--- config.mk ---
export PLATFORM = sky130hd
export DESIGN_NAME = bw_io_jp_bs_chain
export DESIGN_NICKNAME = d
export VERILOG_FILES = /design/src/rtl/bw_io_jp_bs_pkg.sv /design/src/rtl/bw_io_jp_bs_cnt.sv /design/src/rtl/bw_io_jp_bs_chain.sv
export SDC_FILE = /design/constraint.sdc
export NUM_CORES = 1
export LEC_CHECK = 0
export CORE_ASPECT_RATIO = 0.8
export CORE_MARGIN = 2
export CORE_UTILIZATION = 35
export CTS_BUF_LIST = sky130_fd_sc_hd__clkbuf_4 sky130_fd_sc_hd__clkbuf_8
export DETAILED_ROUTE_END_ITERATION = 6
export HOLD_SLACK_MARGIN = 0.06
export PLACE_DENSITY = 0.85
export REMOVE_ABC_BUFFERS = 1
export SLEW_MARGIN = 20
export SYNTH_ARGS = -nofsm -noshare
export SYNTH_HDL_FRONTEND = slang
export SYNTH_SLANG_ARGS = --single-unit
--- constraint.sdc ---
create_clock -name clk -period 0.9 [get_ports clk]
set_input_delay 0.18 -clock clk [delete_from_list [all_inputs] [get_ports clk]]
set_output_delay 0.18 -clock clk [all_outputs]
set_load 0.05 [all_outputs]
--- src/rtl/bw_io_jp_bs_pkg.sv ---
// Shared types and helpers for the boundary-scan chain segment.
// Optional shift-length checker is enabled by defining BW_IO_JP_BS_CNT_EN.
package bw_io_jp_bs_pkg;

  typedef enum logic [1:0] {
    IDLE    = 2'd0,
    CAPTURE = 2'd1,
    SHIFT   = 2'd2
  } bs_op_e;

  // Width of the shift counter: room for WIDTH plus headroom to flag over-long scans.
  function automatic int cnt_width(input int width);
    return $clog2(width) + 2;
  endfunction

  // Capture outranks shift when both strobes are high.
  function automatic bs_op_e decode_op(input logic capture_dr, input logic shift_dr);
    if (capture_dr)    return CAPTURE;
    else if (shift_dr) return SHIFT;
    else               return IDLE;
  endfunction

endpackage

--- src/rtl/bw_io_jp_bs_cnt.sv ---
// Saturating shift counter and scan-length compare for bw_io_jp_bs_chain.
// Only instantiated when BW_IO_JP_BS_CNT_EN is defined.
module bw_io_jp_bs_cnt
  import bw_io_jp_bs_pkg::*;
#(
  parameter int WIDTH = 8
) (
  input  logic   clk,
  input  logic   rst,
  input  bs_op_e op,
  input  logic   update_dr,
  output logic   len_err
);

  localparam int              CNT_W     = cnt_width(WIDTH);
  localparam logic [CNT_W-1:0] CNT_MAX   = '1;
  localparam logic [CNT_W-1:0] WIDTH_CNT = CNT_W'(WIDTH);

  logic [CNT_W-1:0] cnt;

  always_ff @(posedge clk) begin
    if (rst) begin
      cnt <= '0;
    end else begin
      case (op)
        CAPTURE: cnt <= '0;
        SHIFT:   if (cnt != CNT_MAX) cnt <= cnt + 1'b1;
        default: cnt <= cnt;
      endcase
    end
  end

  // The compare uses the count as it stood before this edge, so a shift on
  // the same edge as update does not count toward this scan.
  always_ff @(posedge clk) begin
    if (rst)            len_err <= 1'b0;
    else if (update_dr) len_err <= (cnt != WIDTH_CNT);
  end

endmodule

--- src/rtl/bw_io_jp_bs_chain.sv ---
// WIDTH-cell boundary-scan register segment: capture/shift/update plus pad mux.
// Defining BW_IO_JP_BS_CNT_EN adds a shift-length checker driving len_err.
module bw_io_jp_bs_chain
  import bw_io_jp_bs_pkg::*;
#(
  parameter int               WIDTH   = 8,
  parameter logic [WIDTH-1:0] RST_VAL = '0
) (
  input  logic             clk,
  input  logic             rst,
  input  logic             bsr_si,
  input  logic             capture_dr,
  input  logic             shift_dr,
  input  logic             update_dr,
  input  logic             mode_test,
  input  logic [WIDTH-1:0] pin_in,
  input  logic [WIDTH-1:0] core_d,
  output logic [WIDTH-1:0] pad_q,
  output logic [WIDTH-1:0] upd_q,
  output logic             bsr_so,
  output logic             len_err
);

  bs_op_e           op;
  logic [WIDTH-1:0] sr;

  assign op = decode_op(capture_dr, shift_dr);

  always_ff @(posedge clk) begin
    if (rst) begin
      sr <= RST_VAL;
    end else begin
      case (op)
        CAPTURE: sr <= pin_in;
        SHIFT:   sr <= {bsr_si, sr[WIDTH-1:1]};
        default: sr <= sr;
      endcase
    end
  end

  // Update samples the pre-edge shift register, independent of capture/shift.
  always_ff @(posedge clk) begin
    if (rst)            upd_q <= RST_VAL;
    else if (update_dr) upd_q <= sr;
  end

  assign bsr_so = sr[0];
  assign pad_q  = mode_test ? upd_q : core_d;

`ifdef BW_IO_JP_BS_CNT_EN
  bw_io_jp_bs_cnt #(
    .WIDTH (WIDTH)
  ) u_cnt (
    .clk       (clk),
    .rst       (rst),
    .op        (op),
    .update_dr (update_dr),
    .len_err   (len_err)
  );
`else
  assign len_err = 1'b0;
`endif

endmodule

==> results.yml <==
die:
  chip_width_um: 56.0
  core_area_sq_mm: 0.00210
  dieHeight_um: 45.6
  die_area_sq_mm: 0.00255
  core.rowCount: 15
  floorplan.initialDensity_pct: 36.0
  ios: 41
worst_setup_path:
  arrival_ns: 1.03
  worst-endpoint-required_ns: 0.72
  critPathMaxFanout: 2
  crit_type: "reg2out"
  worst-path-buf-inv: 1
  worst_setup_path_start_kind: "flop"
  path_cells: "mux2_4 > buf_8"
  cp_slowest_stage_delay_ns: 0.33
  critical_path.slowest_cell: "dfxtp_2"
  worstSetupEndpointType: "primary output"
  cpLargestDelayFamily: "flip-flops"
synthesis:
  synthCells: 72
  avgSynthCellArea_sq_um: 10.5
  ys_ff_latch: 16
  post_synth_fa_ha_maj_area_fraction_pct: 0
  yosys.cell_types.count: 12
  synth.largest_area_cell: "dfxtp_1"
  syn-cell-area_sq_um: 756
  top_area_cells_in_the_synthesized_netlist: "dfxtp_1, mux2i_1, mux2_2"
  synthXorXnorAreaFrac_pct: 0
  yosys.area.top_type_share_pct: 42.4
  synth_simple_gate_area_share_pct: 10.6
  synth.area.mux_share_pct: 33.1
  yosys_warnings: 0
  dominant_combinational_cell_family_by_area_after_synthesis: "multiplexers"
  synth-compound-area-share_pct: 7.95
  seq_total_area_yosys_pct: 42.4
placement:
  hpwl_um: 1420
  io_buffer_count: 39
  detailed_place.area_sq_mm: 0.00135
  finalWeightedCongestion: 0.704
  place_inst: 143
hold_path:
  hold_path_class: "in2reg"
finish:
  postLayoutCellArea_sq_mm: 0.00153
  synthToLayoutAreaGrowth_pct: 103
  final_cell_count_no_fill: 151
  antenna_cells: 0
  share_of_layout_cells_above_drive_strength_1_pct: 48.4
  fill_cell_count: 161
  fin_nets: 150
clock_network:
  insertion_delay_ns: 0.28
  worst_setup_hold_path_clk_slew_ns: 0.09
  cts_buffer_depth: 2
  clock-sinks: 16
  cts_made_buffers: 3
  h-tree-depth: 1
  cts_root_buffer: "clkbuf_4"
  cts_tree: "built"
drt:
  drt_iter0_drc: 10
  detailroute.via_count: 699
  drc_errors: 0
  number_of_nets_with_antenna_violations_after_detailed_routing: 0
  drt_pass1_iterations: 4
  wl_per_cell_um: 13.0
  wirelength_um: 1960
  vias_per_cell: 4.63
pwr:
  post-layout-total-power_mw: 1.96
  power_per_cell_area_mw_per_mm2: 1280
  ir_drop_mv: 0.916
  total_leakage_power_nw: 0.674
sta:
  grt_setup_unrepaired: "true"
  finalHoldViolCount: 0
  fin_skew_ns: 0.00505
  timing_max_transition_violations_final: 0
  final-setup-viol-count: 17
  worst_hold_margin_ns: 0.452
  setup_slack_ns: -0.310
  period_minus_slack_ns: 1.21
  finalCritPeriodShare_pct: 134
  fmax_mhz: 827
grt:
  gr-usage-all-layers_pct: 16.2
  antenna_found_initial: 0
  gr-max-usage-layer: "met2"
  grtUsageMet2_pct: 31.4
  grt_overflow_total: 0
  globalRouteMet3Util_pct: 2.56
  number_of_global_route_vias_before_repair: 654
  gr-usage-met1_pct: 18.5
  grt_pass1_wl_um: 3120
  maximum_number_of_pins_on_one_net_before_global_route_repair: 10
outcome:
  run_status: "finished with violations"
  violations: "setup timing"
run:
  maxCapViolCount: 0
timing repair:
action / in CTS / in global routing
resized for setup: 30 / 16
setup buffers: 2 / 3
setup endpoints to repair: 27 / 20
hold buffers: 0 / 0
pin swaps: 0 / 1
registers in the layout, indices dropped and copies added (netlist names):
signal	count
upd_q	8
sr	8
metrics by stage:
stage	setup WS [ns]	utilization, %	TNS [ns]
finish	-0.310	73.0	-3.83
global route	-0.352	73.0	-4.53
CTS	-0.309	69.9	-3.95
detailed placement	-0.625	64.0	-10.09
global placement	-0.614	64.0	-9.67
floorplan	-0.328	-	-2.78
synthesized netlist by cell type:
cell	count
nor2_1	8
a211oi_1	8
clkbuf_1	1
buf_4	1
conb_1	1
buf_6	1
mux2_2	8
nor2b_1	8
buf_2	3
mux2i_1	16
inv_2	1
dfxtp_1	16
cell type report:
class / instances / area [sq um] / area share, %
timing repair buffer: 56 / 694 / 45.3
multi-input combinational: 49 / 433 / 28.2
sequential: 16 / 335 / 21.9
clock buffer: 4 / 36.3 / 2.37
tap: 25 / 31.3 / 2.04
inverter: 1 / 3.75 / 0.245
cell families after synthesis:
family,count (synthesis)
multiplexers,24
buffers and inverters,7
AO/OA/AOI/OAI,8
AND/OR/NAND/NOR,16
flip-flops,16
other,1
layout by cell type, fill, tap and decap left out, types with 5 or more instances in the layout:
master | Yosys | routed
clkdlybuf4s50_1 | 0 | 18
mux2i_1 | 16 | 13
buf_12 | 0 | 12
buf_6 | 1 | 9
dfxtp_2 | 0 | 9
nor2b_1 | 8 | 8
a211oi_1 | 8 | 8
nor2_1 | 8 | 8
buf_4 | 1 | 8
dfxtp_1 | 16 | 6
mux2_4 | 0 | 5
buf_8 | 0 | 5
worst min-delay path, cell delays in order:
cell	delay, ns
dlygate4sd2_1	0.29
inv_2	0.14
a211oi_1	0.08
path summary, 6_finish.rpt:
path / from / to / slack [ns] / depth (start not counted)
setup / recovery: upd_q[0] / pad_q[0] / -0.31 / 2
setup reg to reg: upd_q[1] / upd_q[1] / 0.03 / 4
hold reg to reg: sr[7] / upd_q[7] / 0.54 / 2
hold / removal: capture_dr / sr[6] / 0.45 / 3
layer usage:
| metal | vias to the layer above | routed length (um) |
|---|---|---|
| met1 | 308 | 837 |
| met5 | - | 0 |
| li1 | 358 | - |
| met4 | 0 | 19 |
| met2 | 31 | 981 |
| met3 | 2 | 122 |
power by group:
part | leakage [nW] | internal [mW] | total (mW) | switching (mW)
Clock | 0.0210 | 0.246 | 0.465 | 0.219
Sequential | 0.136 | 0.754 | 0.791 | 0.0369
Combinational | 0.517 | 0.380 | 0.706 | 0.326
No activity file was read; power rests on OpenSTA's default activity.
